<file path="config.mk">
export PLATFORM = sky130hd
export DESIGN_NAME = beat_sequencer
export DESIGN_NICKNAME = d
export VERILOG_FILES = /design/src/rtl/beat_sequencer_pkg.sv /design/src/rtl/beat_sequencer_tempo_prescaler.sv /design/src/rtl/beat_sequencer.sv
export SDC_FILE = /design/constraint.sdc
export NUM_CORES = 1
export LEC_CHECK = 0
export ABC_CLOCK_PERIOD_IN_PS = 8350
export BUFFER_PORTS_ARGS = -buffer_cell sky130_fd_sc_hd__buf_4
export CAP_MARGIN = 20
export CORE_MARGIN = 4
export CORE_UTILIZATION = 42
export DETAILED_ROUTE_END_ITERATION = 7
export GPL_TIMING_DRIVEN = 0
export PLACE_DENSITY = 0.66
export SLEW_MARGIN = 5
export SYNTH_ARGS = -nofsm -noshare
export SYNTH_HDL_FRONTEND = slang
export SYNTH_SLANG_ARGS = --single-unit
</file>
<file path="constraint.sdc">
create_clock -name clk -period 8.35 [get_ports clk]
set_clock_uncertainty 0.1 [all_clocks]
set_input_delay 1.2525 -clock clk [delete_from_list [all_inputs] [get_ports clk]]
set_output_delay 1.2525 -clock clk [all_outputs]
set_load 0.01 [all_outputs]
</file>
<file path="src/rtl/beat_sequencer_pkg.sv">
// Shared definitions for the beat sequencer: tempo encodings, FSM states,
// and per-song lengths used by the note-lookup ROMs.
package beat_sequencer_pkg;

  typedef enum logic [1:0] {
    ST_IDLE  = 2'd0,
    ST_PLAY  = 2'd1,
    ST_PAUSE = 2'd2,
    ST_DONE  = 2'd3
  } state_e;

  localparam logic [1:0] TEMPO_NORM = 2'b00;
  localparam logic [1:0] TEMPO_FAST = 2'b01;
  localparam logic [1:0] TEMPO_SLOW = 2'b10;

  localparam int LITTLE_STAR_LEN = 96;

endpackage

</file>
<file path="src/rtl/beat_sequencer_tempo_prescaler.sv">
// Tempo prescaler: free-running count that wraps at div-1 while enabled,
// flagging the final cycle of each beat period.
module tempo_prescaler #(
  parameter int PW = 3
) (
  input  logic        clk,
  input  logic        rst,
  input  logic        en,
  input  logic        clr,
  input  logic [PW:0] div,
  output logic        tick
);

  logic [PW-1:0] count_q;
  logic [PW-1:0] count_d;

  // div is one bit wider than the count so the slow divider fits unreduced
  assign tick = ({1'b0, count_q} == (div - (PW+1)'(1)));

  always_comb begin
    count_d = count_q;
    if (clr) begin
      count_d = '0;
    end else if (en) begin
      count_d = tick ? '0 : count_q + PW'(1);
    end
  end

  always_ff @(posedge clk) begin
    if (rst) begin
      count_q <= '0;
    end else begin
      count_q <= count_d;
    end
  end

endmodule

</file>
<file path="src/rtl/beat_sequencer.sv">
// Beat index generator for the song ROMs: play/pause/stop FSM, looping,
// and a tempo selection that only takes effect at beat boundaries.
module beat_sequencer
  import beat_sequencer_pkg::*;
#(
  parameter int CLK_HZ   = 100_000_000,
  parameter int BEAT_HZ  = 8,
  parameter int SONG_LEN = LITTLE_STAR_LEN,
  parameter int CNT_W    = 7
) (
  input  logic             clk,
  input  logic             rst,
  input  logic             start,
  input  logic             pause,
  input  logic             stop,
  input  logic             loop_en,
  input  logic [1:0]       tempo_sel,
  output logic [CNT_W-1:0] beat_cnt,
  output logic             beat_tick,
  output logic             playing,
  output logic             done
);

  localparam int DIV = CLK_HZ / BEAT_HZ;
  localparam int PW  = $clog2(2 * DIV);
  localparam int DW  = PW + 1;

  localparam logic [DW-1:0]    DIV_NORM = DW'(DIV);
  localparam logic [DW-1:0]    DIV_FAST = DW'(DIV >> 1);
  localparam logic [DW-1:0]    DIV_SLOW = DW'(DIV << 1);
  localparam logic [CNT_W-1:0] LAST     = CNT_W'(SONG_LEN);

  if (DIV < 2) begin : g_bad_div
    $error("beat_sequencer: CLK_HZ/BEAT_HZ must be at least 2");
  end
  if (SONG_LEN < 1 || SONG_LEN > 127 || SONG_LEN >= (1 << CNT_W)) begin : g_bad_len
    $error("beat_sequencer: SONG_LEN must be 1..127 and fit in CNT_W bits");
  end

  state_e           state_q, state_d;
  logic [CNT_W-1:0] beatCnt_q, beatCnt_d;
  logic [DW-1:0]    div_q, div_d;
  logic             beatTick_q, beatTick_d;
  logic             done_q, done_d;
  logic [DW-1:0]    tempoDiv;
  logic             prescTick;
  logic             prescClr;

  assign prescClr = start | stop;

  tempo_prescaler #(.PW(PW)) u_prescaler (
    .clk  (clk),
    .rst  (rst),
    .en   (state_q == ST_PLAY),
    .clr  (prescClr),
    .div  (div_q),
    .tick (prescTick)
  );

  always_comb begin
    case (tempo_sel)
      TEMPO_FAST: tempoDiv = DIV_FAST;
      TEMPO_SLOW: tempoDiv = DIV_SLOW;
      default:    tempoDiv = DIV_NORM;
    endcase
  end

  // Command priority stop > start > pause; a song end outranks a same-cycle pause
  always_comb begin
    state_d    = state_q;
    beatCnt_d  = beatCnt_q;
    div_d      = div_q;
    beatTick_d = 1'b0;
    done_d     = 1'b0;
    if (stop) begin
      state_d   = ST_IDLE;
      beatCnt_d = '0;
    end else if (start) begin
      state_d    = ST_PLAY;
      beatCnt_d  = CNT_W'(1);
      beatTick_d = 1'b1;
      div_d      = tempoDiv;
    end else begin
      case (state_q)
        ST_PLAY: begin
          if (pause) begin
            state_d = ST_PAUSE;
          end
          if (prescTick) begin
            div_d = tempoDiv;
            if (beatCnt_q < LAST) begin
              beatCnt_d  = beatCnt_q + CNT_W'(1);
              beatTick_d = 1'b1;
            end else if (loop_en) begin
              beatCnt_d  = CNT_W'(1);
              beatTick_d = 1'b1;
            end else begin
              beatCnt_d = '0;
              state_d   = ST_DONE;
              done_d    = 1'b1;
            end
          end
        end
        ST_PAUSE: begin
          if (pause) begin
            state_d = ST_PLAY;
          end
        end
        default: begin
        end
      endcase
    end
  end

  always_ff @(posedge clk) begin
    if (rst) begin
      state_q    <= ST_IDLE;
      beatCnt_q  <= '0;
      div_q      <= DIV_NORM;
      beatTick_q <= 1'b0;
      done_q     <= 1'b0;
    end else begin
      state_q    <= state_d;
      beatCnt_q  <= beatCnt_d;
      div_q      <= div_d;
      beatTick_q <= beatTick_d;
      done_q     <= done_d;
    end
  end

  assign beat_cnt  = beatCnt_q;
  assign beat_tick = beatTick_q;
  assign playing   = (state_q == ST_PLAY);
  assign done      = done_q;

endmodule
</file>
[After elaboration in Yosys (flattened, before gate mapping)]
Cells that the tools add are included.
Cells by class
  $add $sub $neg: 3
  reductions and logical operators: 13
  equal/unequal tests: 7
  bitwise operators: 4
  muxes and demuxes: 23
  order comparisons: 1
Operators with widths (count)
  $mux W26: 3
  $pmux W25 S2: 1
  $eq A25 B26 Y1: 1
  $sub A26 B1 Y26 const B: 1
  $add A25 B1 Y25 const B: 1
  $mux W25: 1
  $mux W1: 11
  $mux W2: 5
  $reduce_and A2 Y1: 4
  $add A7 B1 Y7 const B: 1
  $lt A7 B7 Y1 const B: 1
  $mux W7: 1
  $reduce_bool A2 Y1: 3
  $reduce_or A6 Y1: 1
  $eq A2 B1 Y1 const B: 2
  $eq A2 B2 Y1 const B: 2
  $pmux W2 S2: 1
  $reduce_or A2 Y1: 2
  $ne A3 B3 Y1 const B: 1
  $not A1 Y1: 3
  $reduce_and A3 Y1: 1
  $reduce_bool A3 Y1: 1
  $reduce_or A3 Y1: 1
  $ne A2 B2 Y1 const B: 1
  $or A1 B1 Y1: 1
Word-level totals
  register bits: 62
  output and inout bits: 10

[Longest topological paths before layout]
  depth in word-level cells: 6
  depth in mapped cells: 12

[Cells and area by module]
From an unflattened synthesis, not the netlist that was laid out.
Unflattened totals
  cell total of the unflattened synthesis: 367
  area, all modules: 3015.4 um^2
Modules (own cells, without submodules)
  tempo_prescaler: seq. area each 500.5 um^2, instances 1, area each 2158.3 um^2, cells an instance 273
  beat_sequencer: seq. area each 340.3 um^2, instances 1, area each 857.1 um^2, cells an instance 94

[Worst setup path before layout]
OpenSTA, ideal clock, no wires.
  path kind: register -> register
  start point: reg div_q[9]
  end point: reg div_q[23]
  cell stages (with the launch flop): 12
  required time: 8.123 ns
  setup slack: 5.600 ns
  path buffers: 2
  period minus slack after synthesis: 2.750 ns
  library setup time: 0.127 ns
  arrival time: 2.523 ns
  path through: dfxtp_1 -> buf_2 -> inv_1 -> ha_1 -> ha_1 -> xor2_1 -> nor4_1 -> o21ai_0 -> a2111oi_2 -> buf_4 -> nor3_2 -> or3_1
Between the ends
  longest elaborated chain between the ends: 4
Ends and longest elaborated chain
  start: declaration: line beat_sequencer.sv:42  | logic [DW-1:0] div_q, div_d;
  start signal: assignment: line beat_sequencer.sv:125  | div_q <= div_d;
  $sub A26 B1 Y26: line beat_sequencer_tempo_prescaler.sv:18  | assign tick = ({1'b0, count_q} == (div - (PW+1)'(1)));
  $eq A25 B26 Y1: line beat_sequencer_tempo_prescaler.sv:18
  $reduce_bool A2 Y1 (no line)
  $reduce_and A3 Y1 (no line)
No other way between the ends.
A chain may end at the register's enable or synchronous reset.

[Final worst setup path]
  start point: reg div_q[9]
  end point: reg u_prescaler.count_q[6]
Between the ends
  longest elaborated chain between the ends: 3
Ends and longest elaborated chain
  $sub A26 B1 Y26: line beat_sequencer_tempo_prescaler.sv:18
  $eq A25 B26 Y1: line beat_sequencer_tempo_prescaler.sv:18
  $mux W25: line beat_sequencer_tempo_prescaler.sv:25  | count_d = tick ? '0 : count_q + PW'(1);
  end signal: assignment: line beat_sequencer_tempo_prescaler.sv:33  | count_q <= count_d;
  end: declaration: line beat_sequencer_tempo_prescaler.sv:14  | logic [PW-1:0] count_q;
No other way between the ends.

==> run_results.csv <==
group,metric,value,unit
status,status,"complete, no violations",
cts,path_clk_slew,0.09,ns
timing,slew_viol_final,0,
synthesis,synth.distinct_cells,56,
floorplan,start_util,0.434,
finish,drive_gt1_frac,0.171,
drt,viasPerCell,5.25,
power_and_ir_drop,p_switching,0.0000887,W
timing,timing_hold_violations_final,0,
grt,grt_pass1_wl,8.58,mm
finish,num-nets-final,314,
synthesis,synth_commonest_cells,"dfxtp_1, nor2_1, nand2_1, nand3_1, xor2_1",
synthesis,yosys.area.top_type_share,0.349,
floorplan,rows,27,
drt,drt-initial-drc-count,79,
timing,slew_headroom,0.357,
grt,antenna_found_initial,0,
critical_path,cp.buffers_inverters,4,
synthesis,syn_area,2410,um^2
finish,n_fill_cell,525,
power_and_ir_drop,powerDensity,144,nW/um^2
power_and_ir_drop,p_comb_frac,0.066,
synthesis,ys_async_sr_fraction,0,
floorplan,die_width,83.7,um
placement,port_buffers,16,
timing,setup_viol,0,
synthesis,ys_ff_latch,42,
critical_path,path_class,"register to register",
timing,rsz0062_at_grt,"no",
grt,first_global_vias,1822,
floorplan,core,5540,um^2
power_and_ir_drop,p_int,0.000304,W
drt,routedWlPerCell,13.2,um
cts,postCtsSetupBuffers,0,
power_and_ir_drop,p_leak,0.973,nW
grt,grt_max_degree,14,
drt,drc_errors,0,
timing,worst-slew-pin-transition,0.957,ns
drt,route.final.wire_length,4.89,mm
timing,fmax,309,MHz
critical_path,cp.required,8.45,ns
cts,insertion_delay,0.30,ns
placement,gp_congestion,0.786,
timing,final.min_clock_period,3.24,ns
synthesis,ys_top_cells_by_area,"dfxtp_1, xor2_1, xnor2_1",
synthesis,synth_top_cell_by_area,"dfxtp_1",
critical_path,cp_slowest_stage_delay,0.51,ns
critical_path,slowest_stage,"a2111oi_4",
critical_path,startpoint_type,"register",
cts,cts_max_path_buffers,2,
cts,cts_hold_buffers,0,
critical_path,path_cells,"buf_2, inv_1, ha_1, ha_1, xor2_1, nor4_1, o21ai_0, a2111oi_4, nand2b_1, buf_2, buf_4, nor2_1",
power_and_ir_drop,netSwitchingFraction,0.226,
timing,period_share,0.388,
power_and_ir_drop,p_clk_frac,0.414,
floorplan,ios,18,
synthesis,synth_nets,291,
synthesis,synth_edf_count,0,
floorplan,die_height,83.7,um
cts,cts_resized,0,
cts,cts_root_buf,"clkbuf_8",
timing,finalSetupTns,0,ns
cts,numCtsBuffers,5,
cts,clock-sinks,42,
critical_path,crit_arrival,3.33,ns
synthesis,yosys_warnings,0,
grt,grt-ovfl-total,0,
cts,htreeDepth,2,
finish,area_growth,13.3,%
power_and_ir_drop,pwr-share-seq,0.520,
grt,grt_usage,0.147,
synthesis,syn_inst,275,
critical_path,worstPathMaxFanout,10,
drt,drtPass1Iterations,4,
placement,dpl.hpwl,3.63,mm
drt,postRouteAntennaNets,0,
drt,vias,1947,
finish,insertedDiodeCount,0,
timing,fin_hold_ws,0.425,ns
job,maxCapViolations,0,
synthesis,ys_seq_area_frac,0.349,
floorplan,dieArea,7000,um^2
critical_path,critPathCaptureType,"register",
min_path,worst_hold_path_type,"register to register",
synthesis,synth_ff_type,"dfxtp_1",
power_and_ir_drop,vdd_drop_max,0.0733,mV
cts,cts_tree,"yes",
synthesis,yosys.cell_count.top_type,"dfxtp_1",
synthesis,syn_area_per_cell,8.75,um^2
critical_path,cpLargestDelayFamily,"compound AO/OA/AOI/OAI gates",
==> per-layer routing <==
layer,routed length (um),vias up,track usage
met5,0,-,0
met4,60,0,0.0409
met3,144,7,0.0286
met2,2290,25,0.238
met1,2400,908,0.198
li1,-,1007,-
==> tightest hold or removal path: stages, from the launching register on <==
cell and delay (ns):
dfxtp_1 0.35, nand2b_1 0.08, a21boi_1 0.05
==> through the flow <==
step	util	std cells	setup slack, ns	area (um^2)	power, W
global placement	0.472	363	5.25	2620	0.000235
finish	0.492	371	5.11	2730	0.000393
detailed placement	0.472	363	5.14	2620	0.000235
floorplan	-	275	5.60	2410	0.000226
global route	0.492	371	4.88	2730	0.000408
CTS	0.492	371	5.14	2730	0.000397
==> cells in the final DEF, fill, tap and decap left out, types with 2 or more instances in the layout <==
cell type / instances
dfxtp_1: 42
nor2_1: 33
buf_4: 20
nand2_1: 18
nand3_1: 18
xor2_1: 16
xnor2_1: 15
inv_1: 9
nor3_1: 8
a21boi_1: 8
ha_1: 8
o21ai_0: 6
clkbuf_8: 6
and3_1: 6
o21a_1: 6
or3_2: 5
nand4_1: 5
nor2b_1: 4
clkbuf_1: 4
nor3b_1: 4
or4_1: 3
nor4_1: 3
nand2b_1: 3
and4_1: 3
and2_1: 3
a21oi_1: 3
buf_2: 2
or4b_1: 2
o31ai_1: 2
or3_1: 2
a2111oi_2: 2
a21o_1: 2
mux2i_1: 2
nor4b_2: 2
==> power groups by stage <==
stage | Clock, W | Combinational (W) | Sequential, W
5_1_grt | 0.000174 | 0.0000285 | 0.000205
4_1_cts | 0.000167 | 0.0000259 | 0.000204
3_3_place_gp | 0 | 0.0000254 | 0.000209
3_5_place_dp | 0 | 0.0000258 | 0.000209
2_1_floorplan | 0 | 0.0000176 | 0.000209
6_report | 0.000163 | 0.0000258 | 0.000204
==> flip-flops by register name, indices dropped and copies added (netlist names) <==
name                 cells
u_prescaler.count_q     25
beat_cnt                 7
beat_tick                1
div_q                    6
state_q                  2
done                     1
==> cell type report <==
cell class,instances,area [um^2],area share
inverter,9,33.8,0.0124
timing repair buffer,16,120,0.0441
buffer,13,98.8,0.0363
tap,72,90.1,0.0330
clock inverter,2,37.5,0.0138
clock buffer,6,72.6,0.0266
sequential,42,841,0.308
multi-input combinational,211,1430,0.525
==> path summary, 6_finish.rpt <==
| kind | start | endpoint | slack (ns) | cells past startpoint |
|---|---|---|---|---|
| setup / recovery | div_q[9]$_SDFFE_PP0P_ | u_prescaler.count_q[6]$_SDFFE_PP0P_ | 5.11 | 12 |
| hold reg to reg | beat_cnt[1]$_SDFFE_PP0P_ | beat_cnt[1]$_SDFFE_PP0P_ | 0.42 | 2 |
| hold / removal | beat_cnt[1]$_SDFFE_PP0P_ | beat_cnt[1]$_SDFFE_PP0P_ | 0.42 | 2 |
| setup reg to reg | div_q[9]$_SDFFE_PP0P_ | u_prescaler.count_q[6]$_SDFFE_PP0P_ | 5.11 | 12 |
==> cells by family (layout without fill, tap and decap cells) <==
kind of cell / after synthesis / in the layout / share of synthesized area
AO/OA/AOI/OAI: 38 / 38 / 0.125
XOR/XNOR: 31 / 31 / 0.113
adder cells (fa/ha/maj): 8 / 8 / 0.0416
buffers and inverters: 22 / 46 / 0.0551
flip-flops: 42 / 42 / 0.349
multiplexers: 2 / 2 / 0.00832
AND/OR/NAND/NOR: 132 / 132 / 0.307
Note: power is estimated with default switching activity, not from simulation.
